**src/rtl/tdm_pkg.sv**
```systemverilog
// tdm_pkg -- shared state encoding, slot constants and default width for the TDM demux.
// Rev 1.0
`default_nettype none

package tdm_pkg;

  typedef enum logic {
    HUNT = 1'b0,
    RUN  = 1'b1
  } state_t;

  localparam logic [1:0] SLOT0 = 2'd0;
  localparam logic [1:0] SLOT1 = 2'd1;
  localparam logic [1:0] SLOT2 = 2'd2;
  localparam logic [1:0] SLOT3 = 2'd3;

  localparam int W_DEF = 8;

endpackage

`default_nettype wire

```
**src/rtl/tdm_slot_ctr.sv**
```systemverilog
// tdm_slot_ctr -- HUNT/RUN frame-alignment FSM, slot counter and per-slot load strobes.
// Rev 1.0
`default_nettype none

module tdm_slot_ctr
  import tdm_pkg::*;
(
  input  logic       clk,
  input  logic       rst_n,
  input  logic       din_valid,
  input  logic       sof,
  output logic [1:0] slot,
  output logic       locked,
  output logic       sync_err,
  output logic       ld0,
  output logic       ld1,
  output logic       ld2,
  output logic       frame_done
);

  state_t     state, state_nx;
  logic [1:0] slot_nx;
  logic       err_nx;

  always_ff @(posedge clk) begin
    if (!rst_n) begin
      state    <= HUNT;
      slot     <= SLOT0;
      sync_err <= 1'b0;
    end else begin
      state    <= state_nx;
      slot     <= slot_nx;
      sync_err <= err_nx;
    end
  end

  always_comb begin
    state_nx   = state;
    slot_nx    = slot;
    err_nx     = 1'b0;
    ld0        = 1'b0;
    ld1        = 1'b0;
    ld2        = 1'b0;
    frame_done = 1'b0;
    if (din_valid) begin
      if (sof) begin
        // An sof always starts a fresh frame; mid-frame it also flags lost alignment.
        ld0      = 1'b1;
        slot_nx  = SLOT1;
        state_nx = RUN;
        err_nx   = (state == RUN) && (slot != SLOT0);
      end else if (state == RUN) begin
        case (slot)
          SLOT0: begin
            err_nx   = 1'b1;
            state_nx = HUNT;
            slot_nx  = SLOT0;
          end
          SLOT1: begin
            ld1     = 1'b1;
            slot_nx = slot + 2'd1;
          end
          SLOT2: begin
            ld2     = 1'b1;
            slot_nx = slot + 2'd1;
          end
          default: begin
            frame_done = 1'b1;
            slot_nx    = SLOT0;
          end
        endcase
      end
    end
  end

  assign locked = (state == RUN);

endmodule

`default_nettype wire

```
**src/rtl/tdm_demux4.sv**
```systemverilog
// tdm_demux4 -- time-division 1-to-4 demultiplexer with shadow capture and frame-wide output update.
// Rev 1.0
`default_nettype none

module tdm_demux4
  import tdm_pkg::*;
#(
  parameter int W = W_DEF
) (
  input  logic         clk,
  input  logic         rst_n,
  input  logic [W-1:0] din,
  input  logic         din_valid,
  input  logic         sof,
  output logic [W-1:0] o0,
  output logic [W-1:0] o1,
  output logic [W-1:0] o2,
  output logic [W-1:0] o3,
  output logic         frame_valid,
  output logic [1:0]   slot,
  output logic         locked,
  output logic         sync_err
);

  logic         ld0, ld1, ld2, frame_done;
  logic [W-1:0] sh0, sh1, sh2;

  tdm_slot_ctr u_slot_ctr (
    .clk        (clk),
    .rst_n      (rst_n),
    .din_valid  (din_valid),
    .sof        (sof),
    .slot       (slot),
    .locked     (locked),
    .sync_err   (sync_err),
    .ld0        (ld0),
    .ld1        (ld1),
    .ld2        (ld2),
    .frame_done (frame_done)
  );

  always_ff @(posedge clk) begin
    if (!rst_n) begin
      sh0         <= '0;
      sh1         <= '0;
      sh2         <= '0;
      o0          <= '0;
      o1          <= '0;
      o2          <= '0;
      o3          <= '0;
      frame_valid <= 1'b0;
    end else begin
      frame_valid <= frame_done;
      if (ld0) sh0 <= din;
      if (ld1) sh1 <= din;
      if (ld2) sh2 <= din;
      // Slot-3 word bypasses the shadows so the whole frame lands in one edge.
      if (frame_done) begin
        o0 <= sh0;
        o1 <= sh1;
        o2 <= sh2;
        o3 <= din;
      end
    end
  end

endmodule

`default_nettype wire

```
**config.mk**
```make
export PLATFORM = sky130hd
export DESIGN_NAME = tdm_demux4
export DESIGN_NICKNAME = d
export VERILOG_FILES = /design/src/rtl/tdm_pkg.sv /design/src/rtl/tdm_slot_ctr.sv /design/src/rtl/tdm_demux4.sv
export SDC_FILE = /design/constraint.sdc
export NUM_CORES = 1
export LEC_CHECK = 0
export CORE_ASPECT_RATIO = 2
export CORE_UTILIZATION = 54
export CTS_CLUSTER_DIAMETER = 200
export DETAILED_ROUTE_END_ITERATION = 12
export HOLD_SLACK_MARGIN = 0.06
export PLACE_DENSITY_LB_ADDON = 0.2
export SLEW_MARGIN = 20
export SYNTH_ARGS = -nofsm -noshare
export SYNTH_HDL_FRONTEND = slang
export SYNTH_SLANG_ARGS = --single-unit
```
**constraint.sdc**
```tcl
create_clock -name clk -period 2.75 [get_ports clk]
set_input_delay 0.55 -clock clk [delete_from_list [all_inputs] [get_ports clk]]
set_output_delay 0.55 -clock clk [all_outputs]
set_load 0.02 [all_outputs]
```
==> results.json <==
{
  "die_area_sq_um": 4780,
  "worst_pin_slew_ns": 0.587,
  "end_kind": "output port",
  "place.gp.congestion": 0.787,
  "yosys-top-cells-area": "dfxtp_1, mux2i_1, nand2_1",
  "core_area_sq_um": 4340,
  "finalPower_mw": 1.81,
  "timing.max_cap.violations": 0,
  "ys_top_cells_by_count": "nand2_1, dfxtp_1, mux2i_1",
  "drtPass1Iterations": 4,
  "via_per_inst": 5.15,
  "grt_usage_pct": 21.7,
  "final_nets": 301,
  "ctsHoldBuffers": 0,
  "antenna_found_initial": 0,
  "final-hold-violation-count": 0,
  "portBuffers": 48,
  "grt_max_degree": 50,
  "syn_area_per_cell_sq_um": 10.1,
  "ys_seq_area_share_pct": 50.4,
  "max-clock-path-buffers": 2,
  "placed_area_sq_um": 2890,
  "slew_headroom_pct": 60.7,
  "ios": 49,
  "drc_errors": 0,
  "critPathLaunch": "u_slot_ctr.locked",
  "die_h_um": 96.8,
  "fin_crit_sh_pct": 74.7,
  "clk_pin_slew_ns": 0.07,
  "ys_ff_latch": 61,
  "drive_above_1_share_pct": 7.61,
  "critPathLaunchType": "flop",
  "path_depth": 1,
  "synth.distinct_cells": 24,
  "async_flop_share_pct": 0,
  "htreeDepth": 3,
  "fin_util_pct": 71.5,
  "insertion_delay_ns": 0.33,
  "rsz0062_at_grt": "no",
  "r2r_cells": 3,
  "syn_area_sq_um": 2420,
  "crit_chain": "clkdlybuf4s50_1",
  "cp.arrival_ns": 1.50,
  "dpl.hpwl_um": 3130,
  "die_w_um": 49.4,
  "seq_area_sq_um": 1220,
  "hold_class": "flop to flop",
  "min_period_ns": 2.05,
  "p_leak_nw": 1.40,
  "synth.most_common_cell": "nand2_1",
  "status": "complete, no violations",
  "start_util_pct": 55.9,
  "drtAntennaViolNets": 0,
  "cts_sinks": 61,
  "ys.warnings.count": 0,
  "drt-wirelength-per-cell_um": 13.5,
  "synth-main-ff-cell": "dfxtp_1",
  "cpPeakStageDelay_ns": 0.67,
  "max-vdd-ir-drop_uv": 477,
  "grt_pass1_vias": 1755,
  "crit_family": "buffers and inverters",
  "std_cell_rows": 34,
  "setup_tns_ns": 0,
  "fillers": 362,
  "syn_to_final_growth_pct": 28.0,
  "stdcell_area_sq_um": 3100,
  "multi_input_area_sq_um": 1080,
  "vias": 1768,
  "first_iter_violations": 13,
  "p_per_area_nw_per_um2": 584,
  "cts_resized": 0,
  "crit_path_max_fanout": 10,
  "cts_root_buf": "clkbuf_8",
  "reg2reg_slack_ns": 1.24,
  "yosys.area.top_type": "dfxtp_1",
  "crit_end": "locked",
  "fmax_ghz": 0.487,
  "cts_tree": "built",
  "critical_path_class": "flop to output port",
  "required_ns": 2.20,
  "finalSetupViolCount": 0,
  "synth_top_area_share_pct": 50.4,
  "syn_nets": 258,
  "routed_wl_um": 4620,
  "reg2reg_to": "o0[5]",
  "drv_slew": 0,
  "synth-edff-count": 0,
  "cts_setup_buffers": 0,
  "critical-path-slowest-cell": "clkdlybuf4s50_1",
  "cts_buffers": 9,
  "r2r_start": "u_slot_ctr.slot[1]",
  "grt_pass1_wl_um": 7920,
  "path_buf_inv": 1,
  "finalClockSkew_ns": 0.00812,
  "synth_cells": 241,
  "n_antenna_cell": 0,
  "grt_overflow": 0
}
## per-layer routing
layer	up-vias	GRT usage, %	wire, um
li1	888	-	-
met1	832	24.2	1960
met5	-	0	0
met4	0	10.5	89
met3	9	5.66	142
met2	39	37.0	2430
## sequential cells by signal (all words and copies together) (netlist names)
name	flops
o0	8
o1	8
o2	8
o3	8
sh0	8
sh1	8
sh2	8
u_slot_ctr.slot	2
frame_valid	1
u_slot_ctr.locked	1
u_slot_ctr.sync_err	1
## worst min path at each step
stage | depth (start not counted) | endpoint | from
2_1_floorplan | 2 | o0[0] | sh0[0]
3_3_place_gp | 2 | o0[1] | o0[1]
3_5_place_dp | 2 | o0[7] | sh0[7]
4_1_cts | 2 | o0[7] | sh0[7]
5_1_grt | 2 | o0[0] | sh0[0]
6_report | 2 | o0[7] | sh0[7]
## through the flow
stage / setup slack (ns) / std cells / hold slack, ns
floorplan: 1.41 / 241 / 0.434
global placement: 0.597 / 327 / 0.445
detailed placement: 0.543 / 327 / 0.450
CTS: 0.686 / 343 / 0.460
global route: 0.632 / 343 / 0.480
finish: 0.695 / 343 / 0.459
## report_power, final
part,switching [mW],internal (mW),total [mW]
registers,0.00675,0.892,0.899
logic,0.0491,0.0399,0.0890
clock network,0.334,0.492,0.825
total,0.390,1.42,1.81
## cells by family (layout without fill, tap and decap cells)
kind of cell	after synthesis	in the layout	synth area share (%)
muxes	48	48	19.8
DFF	61	61	50.4
buffers and inverters	22	70	5.21
AOI/OAI and AO/OA	21	21	6.71
adders and majority gates	5	5	2.58
and+or+nand+nor	83	83	15.0
xor gates and xnor gates	1	1	0.361
## layout make-up
cell class | count | share of cell area [%]
Tap cell | 54 | 2.18
Clock buffer | 13 | 5.44
Inverter | 2 | 0.242
Clock inverter | 3 | 1.37
Sequential cell | 61 | 39.4
Timing Repair Buffer | 52 | 16.7
Multi-Input combinational cell | 158 | 34.7
## cells in the final DEF (no fill, tap or decap), types with 2 or more instances in the layout
cell type / synthesis / layout
nand4b_1: 3 / 3
clkbuf_8: 0 / 12
nand2_1: 66 / 66
dfxtp_1: 61 / 61
a21boi_0: 9 / 9
ha_1: 5 / 5
and3_1: 8 / 8
clkdlybuf4s50_1: 0 / 47
o21a_1: 9 / 9
mux2i_1: 48 / 48
inv_1: 2 / 2
buf_4: 3 / 3
(Power assumes the default switching activity.)
